File: config.mk
export PLATFORM = sky130hd
export DESIGN_NAME = sprite_draw_arbiter
export DESIGN_NICKNAME = d
export VERILOG_FILES = /design/src/rtl/sprite_draw_arbiter.sv
export SDC_FILE = /design/constraint.sdc
export NUM_CORES = 1
export LEC_CHECK = 0
export ABC_CLOCK_PERIOD_IN_PS = 3000
export CAP_MARGIN = 20
export CORE_MARGIN = 2
export CORE_UTILIZATION = 39
export DETAILED_ROUTE_END_ITERATION = 10
export PLACE_DENSITY = 0.8
export SLEW_MARGIN = 15
export SYNTH_ARGS = -nofsm -noshare
export SYNTH_HDL_FRONTEND = slang
export SYNTH_SLANG_ARGS = --single-unit
File: constraint.sdc
create_clock -name clk -period 3 [get_ports clk]
set_input_delay 0.3 -clock clk [delete_from_list [all_inputs] [get_ports clk]]
set_output_delay 0.3 -clock clk [all_outputs]
set_load 0.005 [all_outputs]
File: src/rtl/sprite_draw_arbiter.sv
// Round-robin arbiter sharing the VGA drawing datapath among sprite channels,
// with done/timeout release and game-phase masking of eligible channels.
module sprite_draw_arbiter #(
  parameter int                 N_CH       = 4,
  parameter int                 STATE_W    = 4,
  parameter logic [STATE_W-1:0] IDLE_STATE = {STATE_W{1'b1}},
  parameter int                 TIMEOUT    = 1023
) (
  input  logic                      clk,
  input  logic                      reset,
  input  logic                      go,
  input  logic                      collision,
  input  logic [N_CH-1:0]           ch_req,
  input  logic [N_CH-1:0]           ch_done,
  input  logic [N_CH*STATE_W-1:0]   ch_state,
  output logic [N_CH-1:0]           grant,
  output logic [$clog2(N_CH)-1:0]   cur_ch,
  output logic [STATE_W-1:0]        cur_state,
  output logic                      started,
  output logic                      game_over,
  output logic                      timeout_err
);

  localparam int          PTR_W  = $clog2(N_CH);
  localparam int          CNT_W  = $clog2(TIMEOUT);
  localparam int unsigned NCH_U  = N_CH;
  localparam logic [CNT_W-1:0] CNT_LAST = CNT_W'(TIMEOUT - 1);
  localparam logic [PTR_W-1:0] LAST_CH  = PTR_W'(N_CH - 1);

  typedef enum logic [1:0] {
    PH_WAIT,
    PH_RUN,
    PH_OVER
  } phase_e;

  typedef enum logic {
    ARB_IDLE,
    ARB_BUSY
  } arb_e;

  phase_e             phase_q, phase_d;
  arb_e               arb_q, arb_d;
  logic [PTR_W-1:0]   ptr_q, ptr_d;
  logic [CNT_W-1:0]   cnt_q, cnt_d;
  logic [N_CH-1:0]    grant_q, grant_d;
  logic [PTR_W-1:0]   cur_ch_q, cur_ch_d;
  logic [STATE_W-1:0] cur_state_q, cur_state_d;
  logic               terr_q, terr_d;

  logic [STATE_W-1:0] st_arr [N_CH];
  logic [N_CH-1:0]    mask;
  logic [N_CH-1:0]    cand;
  logic [PTR_W-1:0]   search_start;
  logic [PTR_W:0]     pick;
  logic               done_hit;
  logic               tmo_hit;
  logic               release_g;

  // First set bit of cand at or above start, wrapping; MSB flags a hit.
  function automatic logic [PTR_W:0] rr_pick(input logic [N_CH-1:0]  c,
                                             input logic [PTR_W-1:0] start);
    logic             found;
    logic [PTR_W-1:0] win;
    logic [PTR_W-1:0] idx_w;
    int unsigned      idx;
    found = 1'b0;
    win   = '0;
    for (int unsigned i = 0; i < NCH_U; i++) begin
      idx = 32'(start) + i;
      if (idx >= NCH_U) idx = idx - NCH_U;
      idx_w = PTR_W'(idx);
      if (!found && c[idx_w]) begin
        found = 1'b1;
        win   = idx_w;
      end
    end
    return {found, win};
  endfunction

  always_comb begin
    for (int unsigned i = 0; i < NCH_U; i++) begin
      st_arr[i] = ch_state[i*STATE_W +: STATE_W];
    end
  end

  always_comb begin
    phase_d  = phase_q;
    arb_d    = arb_q;
    ptr_d    = ptr_q;
    cnt_d    = cnt_q;
    grant_d  = grant_q;
    cur_ch_d = cur_ch_q;
    terr_d   = terr_q;

    cur_state_d = (arb_q == ARB_BUSY) ? st_arr[cur_ch_q] : IDLE_STATE;

    // Mask comes from the pre-edge phase, so a phase change and an
    // arbitration decision at the same edge see the old eligibility.
    mask = (phase_q == PH_RUN) ? '1 : N_CH'(1);

    done_hit  = (arb_q == ARB_BUSY) && ch_done[cur_ch_q];
    tmo_hit   = (arb_q == ARB_BUSY) && !done_hit && (cnt_q == CNT_LAST);
    release_g = done_hit || tmo_hit;

    // On release the search restarts just past the finishing channel and
    // excludes it, giving back-to-back grants without an idle cycle.
    search_start = ptr_q;
    cand         = ch_req & mask;
    if (release_g) begin
      search_start = (cur_ch_q == LAST_CH) ? '0 : cur_ch_q + 1'b1;
      ptr_d        = search_start;
      cand         = ch_req & mask & ~grant_q;
    end
    pick = rr_pick(cand, search_start);

    if (arb_q == ARB_IDLE || release_g) begin
      cnt_d = '0;
      if (pick[PTR_W]) begin
        arb_d    = ARB_BUSY;
        cur_ch_d = pick[PTR_W-1:0];
        grant_d  = N_CH'(1) << pick[PTR_W-1:0];
      end else begin
        arb_d   = ARB_IDLE;
        grant_d = '0;
      end
    end else begin
      cnt_d = cnt_q + 1'b1;
    end

    if (tmo_hit) terr_d = 1'b1;

    unique case (phase_q)
      PH_WAIT: if (!go)      phase_d = PH_RUN;
      PH_RUN:  if (collision) phase_d = PH_OVER;
      PH_OVER: phase_d = PH_OVER;
      default: phase_d = PH_WAIT;
    endcase
  end

  always_ff @(posedge clk) begin
    if (reset) begin
      phase_q     <= PH_WAIT;
      arb_q       <= ARB_IDLE;
      ptr_q       <= '0;
      cnt_q       <= '0;
      grant_q     <= '0;
      cur_ch_q    <= '0;
      cur_state_q <= IDLE_STATE;
      terr_q      <= 1'b0;
    end else begin
      phase_q     <= phase_d;
      arb_q       <= arb_d;
      ptr_q       <= ptr_d;
      cnt_q       <= cnt_d;
      grant_q     <= grant_d;
      cur_ch_q    <= cur_ch_d;
      cur_state_q <= cur_state_d;
      terr_q      <= terr_d;
    end
  end

  assign grant       = grant_q;
  assign cur_ch      = cur_ch_q;
  assign cur_state   = cur_state_q;
  assign started     = (phase_q != PH_WAIT);
  assign game_over   = (phase_q == PH_OVER);
  assign timeout_err = terr_q;

endmodule
==> results.yml, run 1 <==
yosys:
  synthArstFlopShare: 0
  syn_inst: 149
  syn_nets: 184
  synth_seq_area_share: 0.364
  ys_types: 45
  ys_ff_latch: 26
  synth_area_um2: 1430
  ys.flop_type: "dfxtp_1"
  synth_edf_count: 0
  postSynthAreaPerCell_um2: 9.61
  synth_warnings: 0
detailed_routing:
  routedWlPerCell_um: 12.4
  vias_per_cell: 5.21
  antenna_left: 0
  dr.pass1.iters: 4
  drc: 0
  routed_wl_um: 2990
  vias: 1251
  drtIter0Drc: 53
power_and_ir_drop:
  p_comb_frac: 0.412
  internal_power_uw: 834
  p_leak_nw: 0.710
  power_frac_seq: 0.354
  p_sw_uw: 400
  ir_drop_mv: 0.201
  pwr_density_cell_nw_per_um2: 628
  switching_share: 0.324
  clockPowerShare: 0.235
status:
  status: "finished, final reports clean"
cells_and_area:
  syn_to_final_growth_pct: 37.3
  drive_above_1_share: 0.0938
  n_antenna_cell: 0
  layout.nets: 228
  fin_util: 0.545
sta:
  timing.fmax_mhz: 391
  finalMaxSlewViolations: 0
  fin_hold_ws_ps: 484
  slew_headroom: 0.573
  setup_viol: 0
  worst_pin_slew_ps: 635
  finalSetupTns_ps: 0
  post-route-period-util: 0.852
  hold_violations: 0
  rsz0062_at_grt: "false"
  layout_min_cycle_time_ps: 2550
  finClkSkew_ps: 7.05
clock_tree:
  clk_pin_slew_ps: 90
  cts_tree: "built"
  post_cts_buffers: 0
  cts_hold_buf: 0
  h-tree-depth: 1
  cts_buffer_depth: 2
  cts.repair.resized: 0
  cts.sinks: 26
  clock_tree.root_cell: "clkbuf_8"
  cts_buffers: 3
  worstSkewPairLatency_ps: 270
global_routing:
  grt.overflow.total: 0
  antenna_found_initial: 0
  grt_pass1_wl_um: 4920
  grt_use_total: 0.148
  grt_max_degree: 17
  grt_pass1_vias: 1155
worst_setup_path:
  critPathKind: "flip-flop to flip-flop"
  cp.arrival_ps: 2760
  cp_max_fo: 10
  critical_path.endpoint_type: "flip-flop"
  startpoint_type: "flip-flop"
  rr_worst_depth: 9
  crit_required_ps: 3200
job:
  max-cap-violations: 0
min_path:
  hold_depth: 2
  hp-class: "flip-flop to flip-flop"
place:
  numPortBuffers: 40
  place.gp.congestion: 0.915
  dp_hpwl_um: 2320
floorplanning:
  core.rowCount: 22
  die_w_um: 64.6
  die_area_um2: 4170
  start_util: 0.397
  coreArea_um2: 3610
  die_y_um: 64.6
  io_pins: 41
power groups by stage:
stage	registers, mW	clock network (mW)	logic, mW
after floorplan	0.434	0	0.331
after CTS	0.438	0.293	0.510
final	0.437	0.290	0.508
after global placement	0.443	0	0.503
after global routing	0.444	0.306	0.565
after detailed placement	0.446	0	0.508
state kept, by name (all words and copies together), names as in the netlist:
register,count
cnt_q,10
cur_state,4
grant,4
cur_ch,2
phase_q,2
ptr_q,2
arb_q,1
timeout_err,1
cell type report:
type | count | area (um^2)
fillers | 328 | 1640
multi-input cells | 110 | 853
flip-flops and latches | 26 | 520
repair buffers | 44 | 430
well taps | 48 | 60.1
clock buffers | 3 | 41.3
clock inverters | 1 | 30.0
inverters | 8 | 30.0
critical path: stages (launching register included):
cell,delay [ps]
dfxtp_1,360
inv_1,70
ha_1,140
and3_1,290
a31oi_4,180
nor4_1,520
nor3_1,120
o21ai_0,230
or4b_1,450
a21oi_1,130
stage by stage:
stage / setup WS (ps) / instance area (um^2) / power (mW) / std cells
5_1_grt: 286 / 1970 / 1.31 / 240
6_report: 445 / 1970 / 1.23 / 240
2_1_floorplan: 549 / 1430 / 0.764 / 149
3_5_place_dp: 239 / 1890 / 0.953 / 236
4_1_cts: 472 / 1970 / 1.24 / 240
3_3_place_gp: 216 / 1890 / 0.947 / 236
path summary, 6_finish.rpt:
| check | from | endpoint | slack, ps |
|---|---|---|---|
| setup reg to reg | cnt_q[0] | cur_ch[0] | 450 |
| setup / recovery | cnt_q[0] | cur_ch[0] | 450 |
| hold reg to reg | timeout_err | timeout_err | 480 |
| hold / removal | timeout_err | timeout_err | 480 |
cells in the mapped netlist (3+ instances only):
cell type / count / area share
ha_1: 7 / 0.061
and2_1: 3 / 0.013
or3_1: 4 / 0.017
xor2_1: 5 / 0.031
mux4_2: 3 / 0.047
nand2_1: 13 / 0.034
dfxtp_1: 26 / 0.36
inv_1: 7 / 0.018
a21oi_1: 4 / 0.014
nand3_1: 4 / 0.014
clkbuf_1: 3 / 0.0079
o31ai_1: 3 / 0.016
nor2_1: 22 / 0.058
o21ai_0: 4 / 0.014
xnor2_1: 3 / 0.018
routing by layer:
layer | wire, um | share of wire | track usage
met1 | 1300 | 0.44 | 0.178
met2 | 1510 | 0.51 | 0.277
met3 | 142 | 0.048 | 0.0226
met4 | 28 | 0.0094 | 0.0293
met5 | 0 | 0 | 0
cells in the final DEF (no fill, tap or decap), types with 2 or more instances in the layout:
master           instances
mux4_1                   2
clkdlybuf4s50_1         40
nor2_1                  22
a31oi_2                  2
xnor2_1                  3
o21ai_0                  4
inv_1                    7
xor2_1                   5
ha_1                     7
mux2i_1                  2
nand2_1                 13
or3_1                    4
mux4_2                   3
o21a_1                   2
and2_1                   3
nor4_1                   2
nand3_1                  4
o31ai_1                  3
clkbuf_8                 3
dfxtp_1                 26
nor3_1                   2
buf_4                    4
a32o_1                   2
a31oi_4                  2
a21oi_1                  4
cell families after synthesis:
logic type | share of synthesized area
flops | 0.364
xor+xnor | 0.0490
mux | 0.0979
simple gates | 0.187
compound gates | 0.201
fa+ha+maj | 0.0612
buf+inv | 0.0402
No activity file was read; power rests on OpenSTA's default activity.
==> run 2: changes to the inputs <==
- TNS_END_PERCENT: default -> 20
==> results of run 2 <==
The final DEF is identical to that of run 1; final timing and power are the same.
